File: src/rtl/lcd_ctrl.sv
// HD44780-style write sequencer: setup, EN pulse, hold, execution wait.
// Optional power-up init sequence when LCD_INIT_EN is defined.
module lcd_ctrl #(
    parameter int T_SETUP     = 2,
    parameter int T_PULSE     = 12,
    parameter int T_HOLD      = 2,
    parameter int T_EXEC      = 2000,
    parameter int T_EXEC_LONG = 80000,
    parameter int T_POWERUP   = 750000
) (
    input  logic        i_clk,
    input  logic        i_reset,
    input  logic [31:0] i_lcd_word,
    input  logic        i_lcd_vld,
    output logic        o_lcd_rdy,
    output logic        o_lcd_on,
    output logic        o_lcd_en,
    output logic        o_lcd_rs,
    output logic        o_lcd_rw,
    output logic [7:0]  o_lcd_data,
    output logic        o_busy
);

    localparam int M0 = (T_SETUP > T_PULSE) ? T_SETUP : T_PULSE;
    localparam int M1 = (M0 > T_HOLD) ? M0 : T_HOLD;
    localparam int M2 = (M1 > T_EXEC) ? M1 : T_EXEC;
    localparam int M3 = (M2 > T_EXEC_LONG) ? M2 : T_EXEC_LONG;
    localparam int MAXP = (M3 > T_POWERUP) ? M3 : T_POWERUP;
    localparam int CW = $clog2(MAXP) + 1;

    typedef enum logic [2:0] {
        S_IDLE, S_SETUP, S_PULSE, S_HOLD, S_WAIT, S_PWRUP
    } state_t;

    state_t        state_q, state_d;
    logic [CW-1:0] cnt_q, cnt_d;
    logic          rs_q, rs_d;
    logic [7:0]    data_q, data_d;
    logic          on_q, on_d;
    logic          long_q, long_d;
    logic          en_q, rdy_q, busy_q;
    logic          unused_bits;

    assign unused_bits = ^{i_lcd_word[30:10], i_lcd_word[8]};

    // Clear and home (RS=0, DATA[7:2]==0) need the long execution wait.
    function automatic logic is_long(input logic rs, input logic [7:0] d);
        return !rs && (d[7:2] == 6'd0);
    endfunction

`ifdef LCD_INIT_EN
    localparam state_t        RST_STATE = S_PWRUP;
    localparam logic [CW-1:0] RST_CNT   = CW'(T_POWERUP - 1);
    localparam logic          RST_RDY   = 1'b0;

    logic [1:0] idx_q, idx_d;
    logic       init_q, init_d;

    function automatic logic [7:0] init_byte(input logic [1:0] i);
        unique case (i)
            2'd0: return 8'h38;
            2'd1: return 8'h0C;
            2'd2: return 8'h01;
            default: return 8'h06;
        endcase
    endfunction
`else
    localparam state_t        RST_STATE = S_IDLE;
    localparam logic [CW-1:0] RST_CNT   = '0;
    localparam logic          RST_RDY   = 1'b1;
`endif

    always_comb begin
        state_d = state_q;
        cnt_d   = cnt_q;
        rs_d    = rs_q;
        data_d  = data_q;
        on_d    = on_q;
        long_d  = long_q;
`ifdef LCD_INIT_EN
        idx_d   = idx_q;
        init_d  = init_q;
`endif
        unique case (state_q)
            S_IDLE: begin
                if (i_lcd_vld) begin
                    state_d = S_SETUP;
                    cnt_d   = CW'(T_SETUP - 1);
                    rs_d    = i_lcd_word[9];
                    data_d  = i_lcd_word[7:0];
                    on_d    = i_lcd_word[31];
                    long_d  = is_long(i_lcd_word[9], i_lcd_word[7:0]);
                end
            end
            S_SETUP: begin
                if (cnt_q == '0) begin
                    state_d = S_PULSE;
                    cnt_d   = CW'(T_PULSE - 1);
                end else begin
                    cnt_d = cnt_q - CW'(1);
                end
            end
            S_PULSE: begin
                if (cnt_q == '0) begin
                    state_d = S_HOLD;
                    cnt_d   = CW'(T_HOLD - 1);
                end else begin
                    cnt_d = cnt_q - CW'(1);
                end
            end
            S_HOLD: begin
                if (cnt_q == '0) begin
                    state_d = S_WAIT;
                    cnt_d   = long_q ? CW'(T_EXEC_LONG - 1)
                                     : CW'(T_EXEC - 1);
                end else begin
                    cnt_d = cnt_q - CW'(1);
                end
            end
            S_WAIT: begin
                if (cnt_q == '0) begin
`ifdef LCD_INIT_EN
                    if (init_q && idx_q != 2'd3) begin
                        idx_d   = idx_q + 2'd1;
                        state_d = S_SETUP;
                        cnt_d   = CW'(T_SETUP - 1);
                        data_d  = init_byte(idx_q + 2'd1);
                        long_d  = is_long(1'b0, init_byte(idx_q + 2'd1));
                    end else begin
                        init_d  = 1'b0;
                        state_d = S_IDLE;
                    end
`else
                    state_d = S_IDLE;
`endif
                end else begin
                    cnt_d = cnt_q - CW'(1);
                end
            end
            S_PWRUP: begin
`ifdef LCD_INIT_EN
                on_d = 1'b1;
                if (cnt_q == '0) begin
                    state_d = S_SETUP;
                    cnt_d   = CW'(T_SETUP - 1);
                    rs_d    = 1'b0;
                    data_d  = init_byte(2'd0);
                    long_d  = is_long(1'b0, init_byte(2'd0));
                    idx_d   = 2'd0;
                    init_d  = 1'b1;
                end else begin
                    cnt_d = cnt_q - CW'(1);
                end
`else
                state_d = S_IDLE;
`endif
            end
            default: state_d = S_IDLE;
        endcase
    end

    always_ff @(posedge i_clk) begin
        if (i_reset) begin
            state_q <= RST_STATE;
            cnt_q   <= RST_CNT;
            rs_q    <= 1'b0;
            data_q  <= 8'h00;
            on_q    <= 1'b0;
            long_q  <= 1'b0;
            en_q    <= 1'b0;
            rdy_q   <= RST_RDY;
            busy_q  <= !RST_RDY;
`ifdef LCD_INIT_EN
            idx_q   <= 2'd0;
            init_q  <= 1'b0;
`endif
        end else begin
            state_q <= state_d;
            cnt_q   <= cnt_d;
            rs_q    <= rs_d;
            data_q  <= data_d;
            on_q    <= on_d;
            long_q  <= long_d;
            en_q    <= (state_d == S_PULSE);
            rdy_q   <= (state_d == S_IDLE);
            busy_q  <= (state_d != S_IDLE);
`ifdef LCD_INIT_EN
            idx_q   <= idx_d;
            init_q  <= init_d;
`endif
        end
    end

    assign o_lcd_rdy  = rdy_q;
    assign o_busy     = busy_q;
    assign o_lcd_en   = en_q;
    assign o_lcd_rs   = rs_q;
    assign o_lcd_rw   = 1'b0;
    assign o_lcd_data = data_q;
    assign o_lcd_on   = on_q;

endmodule
File: config.mk
export PLATFORM = sky130hd
export DESIGN_NAME = lcd_ctrl
export DESIGN_NICKNAME = d
export VERILOG_FILES = /design/src/rtl/lcd_ctrl.sv
export SDC_FILE = /design/constraint.sdc
export NUM_CORES = 1
export LEC_CHECK = 0
export ABC_CLOCK_PERIOD_IN_PS = 2000
export CORE_MARGIN = 3
export CORE_UTILIZATION = 45
export DETAILED_ROUTE_END_ITERATION = 12
export HOLD_SLACK_MARGIN = 0.03
export MAX_ROUTING_LAYER = met4
export PLACE_DENSITY = 0.76
export SYNTH_ARGS = -nofsm -noshare
export SYNTH_HDL_FRONTEND = slang
export SYNTH_SLANG_ARGS = --single-unit
File: constraint.sdc
create_clock -name i_clk -period 2 [get_ports i_clk]
set_input_delay 0.6 -clock i_clk [delete_from_list [all_inputs] [get_ports i_clk]]
set_output_delay 0.6 -clock i_clk [all_outputs]
set_load 0.03 [all_outputs]
==> results of run 1 <==
layer usage:
layer	track usage (%)	part of all wire (%)	up-vias
met5	-	0	-
met4	9.66	3.2	0
li1	-	-	1072
met1	28.6	43	1000
met2	36.6	49	51
met3	4.24	4.4	19
synth_stat cells (all sizes together), types with 3 or more instances:
library cell  count  area share [%]
xnor2             4             1.7
nor4             12             6.1
a21oi            22             5.3
dfxtp            38              37
nand3            10             3.3
o21ai            21             5.1
nor3             10             2.7
nor2             31             6.0
buf               7             2.4
or3               3            0.91
o311ai            4             2.1
inv               8             1.5
clkbuf            5            0.91
xor2              3             1.3
nand2            37             6.9
state kept, by name (all words and copies together), names as in the netlist:
register	flops
cnt_q	21
long_q	1
o_busy	1
o_lcd_data	8
o_lcd_en	1
o_lcd_on	1
o_lcd_rdy	1
o_lcd_rs	1
state_q	3
how the worst max path moves through the flow:
stage	start	endpoint	slack, ps	cells after the start
6_report	cnt_q[1]	cnt_q[16]	-60	10
5_1_grt	cnt_q[1]	cnt_q[16]	-140	10
4_1_cts	cnt_q[0]	cnt_q[10]	-2	9
3_5_place_dp	i_lcd_vld	cnt_q[17]	-320	9
3_3_place_gp	i_lcd_vld	cnt_q[17]	-300	9
2_1_floorplan	cnt_q[0]	cnt_q[16]	190	10
power groups by stage:
stage	Sequential, mW	Clock [mW]	Combinational [mW]
detailed placement	1.32	0	4.18
finish	1.33	0.511	4.84
CTS	1.31	0.510	4.25
floorplan	1.43	0	2.49
global route	1.36	0.532	5.26
global placement	1.31	0	4.09
layout make-up:
class / instances / area [um^2] / share of cell area [%]
clock buffers: 5 / 68.8 / 2.35
flip-flops and latches: 38 / 763 / 26.0
clock inverters: 2 / 10.0 / 0.341
repair buffers: 80 / 682 / 23.2
well taps: 50 / 62.6 / 2.13
inverters: 8 / 30.0 / 1.02
multi-input cells: 198 / 1320 / 44.9
timing repair:
| action | in CTS | in global routing |
|---|---|---|
| gates cloned | 1 | 0 |
| pin swaps | 0 | 14 |
| setup endpoints to repair | 5 | 17 |
| setup buffers | 0 | 5 |
| resized for setup | 4 | 37 |
layout by cell type (no fill, tap or decap), drive strengths merged, types with 2 or more instances in the layout:
master and count:
nand2 37, nor4b 2, a22oi 2, xor2 3, a211o 2, o311ai 4
o21ai 21, nand3 10, o22ai 2, and2 2, or4 2, dfxtp 38
xnor2 4, o2111ai 2, inv 8, clkdlybuf4s50 25, nor3 10, and3 2
clkinv 2, a31oi 2, buf 55, or2 2, ha 2, nor4 12
clkbuf 5, nor2 31, a21oi 22, or3 3
worst max-delay path, delay by kind of cell (launching register included):
| family | cells | cell delay, ps |
|---|---|---|
| AND/OR/NAND/NOR | 3 | 710 |
| flip-flops | 1 | 320 |
| adder cells (fa/ha/maj) | 1 | 130 |
| AO/OA/AOI/OAI | 3 | 390 |
| buffers and inverters | 3 | 400 |
kinds of logic after synthesis:
family                     synth area share (%)
and+or+nand+nor                            33.0
xor gates and xnor gates                   2.98
AOI/OAI and AO/OA                          20.0
buffers and inverters                      4.74
other                                     0.182
DFF                                        36.9
muxes                                      1.03
adders and majority gates                  1.21
metrics by stage:
| step | TNS (ps) | cell area [um^2] | power (mW) | instances |
|---|---|---|---|---|
| 2_1_floorplan | 0 | 2060 | 3.92 | 256 |
| 3_3_place_gp | -2440 | 2670 | 5.40 | 368 |
| 3_5_place_dp | -2780 | 2670 | 5.50 | 368 |
| 4_1_cts | -2.30 | 2770 | 6.07 | 376 |
| 5_1_grt | -1240 | 2930 | 7.16 | 381 |
| 6_report | -102 | 2930 | 6.68 | 381 |
==> qor.log, run 1 <==
[clock_tree] number of buffers added by the clock tree synthesis step 5
[yosys] mapped cell area 2060 um^2
[power] share of total power in the clock network 7.7%
[critical_path] critical path start-end classification reg -> reg
[critical_path] startpoint types register
[finish] Area growth syn-to-layout 42.4%
[global_routing] global-route wire length before repair 9.34 mm
[floorplanning] Core Box Area 4200 um^2
[clock_tree] clk sink count 38
[timing] achievable clock frequency 486 MHz
[floorplanning] Die Width 73.7 um
[run_status] result of the run complete, but fails checks
[finish] count of filler cells inserted in the layout 327
[clock_tree] clock transition at the registers of the reported paths 70 ps
[detailed_routing] detailed-route wire length per cell 15.5 um
[detailed_routing] number of DRC violations after detailed routing 0
[detailed_routing] TritonRoute pass-1 iters 4
[placed_design] number of buffers inserted by port buffering 25
[global_routing] maximum number of pins on one net before global-route repair 17
[global_routing] all-layer global routing usage 23.0%
[critical_path] required time of the critical path 2190 ps
[power] Cell Pwr Density 2280 nW/um^2
[worst_hold_path] worst hold stages 2
[detailed_routing] Total Routed Length 5.92 mm
[clock_tree] deepest clock path buffer count 2
[timing] number of pins with negative max-slew slack in the final report 0
[yosys] sequential area share after synthesis 36.9%
[floorplanning] Initial Util 49.0%
[power] largest vdd supply drop 1.20 mV
[critical_path] endpoint type of the worst setup path register
[placed_design] last weighted congestion value of the routability-driven placer 0.978
[run] max-cap check violation count 0
[power] Internal Power 3.47 mW
[critical_path] CP Max Fanout 5
[critical_path] reg-to-reg setup timing slack -60 ps
[placed_design] DPL Wire Length 4.20 mm
[critical_path] critical path arrival 2250 ps
[critical_path] max incr delay on CP 320 ps
[floorplanning] overall die area 5430 um^2
[floorplanning] number of core rows 23
[finish] fraction of layout instances using a drive strength above 1 30.5%
[yosys] mean instance size in the synthesized netlist 8.05 um^2
[timing] unrepaired setup endpoints after global routing yes
[power] Net Sw Frac 48.1%
[detailed_routing] initial detailed-routing violation count 152
[timing] number of setup violations in the final report 5
[yosys] Yosys warning count 0
[yosys] Post-synth ARST share 0%
[worst_hold_path] Min-Delay Path Class reg -> reg
[power] proportion of power drawn by combinational gates 72.4%
[clock_tree] TritonCTS clock tree yes
[floorplanning] number of ports placed on the die boundary 49
[critical_path] launch point of the worst reg-to-reg path cnt_q[1]
[critical_path] RR Endpoint cnt_q[16]
[detailed_routing] routed vias 2142
[clock_tree] Worst-Skew Late Latency 300 ps
[power] Leakage 1.20 nW
[yosys] top_reg_cell synth sky130_fd_sc_hd__dfxtp_1
[global_routing] number of global-route vias before repair 2081
[yosys] Post-synth EDFFs 0
[timing] clock skew 7.04 ps
[clock_tree] hold_buf cts 0
[yosys] Post-Syn Nets 293
[worst_hold_path] worst min-delay path startpoint o_lcd_rs
[placed_design] worst slack, placed -324 ps
[finish] nets 368
[worst_hold_path] endpoint of the worst hold-timing path o_lcd_rs
[critical_path] library cell contributing the largest single delay on the critical path sky130_fd_sc_hd__dfxtp_2
[yosys] synthesized flop and latch total 38
[yosys] distinct cell type count of the synthesized netlist 58
[timing] worst hold slack after final layout 457 ps
[critical_path] number of cells on the worst reg-to-reg path 10
[clock_tree] CTS Root Buffer Type sky130_fd_sc_hd__clkbuf_8
[timing] final worst-path cycle share 103%
[yosys] post-synthesis instance total 256
[finish] Util after Layout 69.8%
[critical_path] crit path cell chain inv_2 -> ha_4 -> nor4b_4 -> nand3_4 -> buf_6 -> o21a_4 -> nor3_4 -> buf_6 -> o21ai_2 -> o311ai_2
[timing] final hold violation count 0
[detailed_routing] ANT nets after route 0
[global_routing] residual overflow from global routing 0
[timing] min setup slack post-route -58.2 ps
[power] fraction of power consumed by sequential logic 19.9%
[clock_tree] number of levels in the clock H-tree 2
[floorplanning] height of the die 73.7 um
[timing] Min Clock Period, post-route 2060 ps
[finish] number of diodes 0
[run_status] violated checks negative setup slack
[power] switching power 3.21 mW
[detailed_routing] number of vias per cell after detailed routing 5.62
[global_routing] initial antenna violation count 0
[critical_path] cell repeated most along the worst path sky130_fd_sc_hd__buf_6
No activity file was read; power rests on OpenSTA's default activity.
==> inputs of run 2 (changes only) <==
--- a/config.mk
+++ b/config.mk
@@ -8,6 +8,7 @@
 export ABC_CLOCK_PERIOD_IN_PS = 2000
 export CORE_MARGIN = 3
 export CORE_UTILIZATION = 45
+export CTS_CLUSTER_SIZE = 8
 export DETAILED_ROUTE_END_ITERATION = 12
 export HOLD_SLACK_MARGIN = 0.03
 export MAX_ROUTING_LAYER = met4
==> results of run 2 <==
Same layout as run 1: the final DEF is identical, and so are final timing and power.
==> inputs of run 3 (changes only) <==
--- a/config.mk
+++ b/config.mk
@@ -13,6 +13,7 @@
 export HOLD_SLACK_MARGIN = 0.03
 export MAX_ROUTING_LAYER = met4
 export PLACE_DENSITY = 0.76
+export SLEW_MARGIN = 40
 export SYNTH_ARGS = -nofsm -noshare
 export SYNTH_HDL_FRONTEND = slang
 export SYNTH_SLANG_ARGS = --single-unit
==> results of run 3 <==
Same layout as run 1: the final DEF is identical, and so are final timing and power.
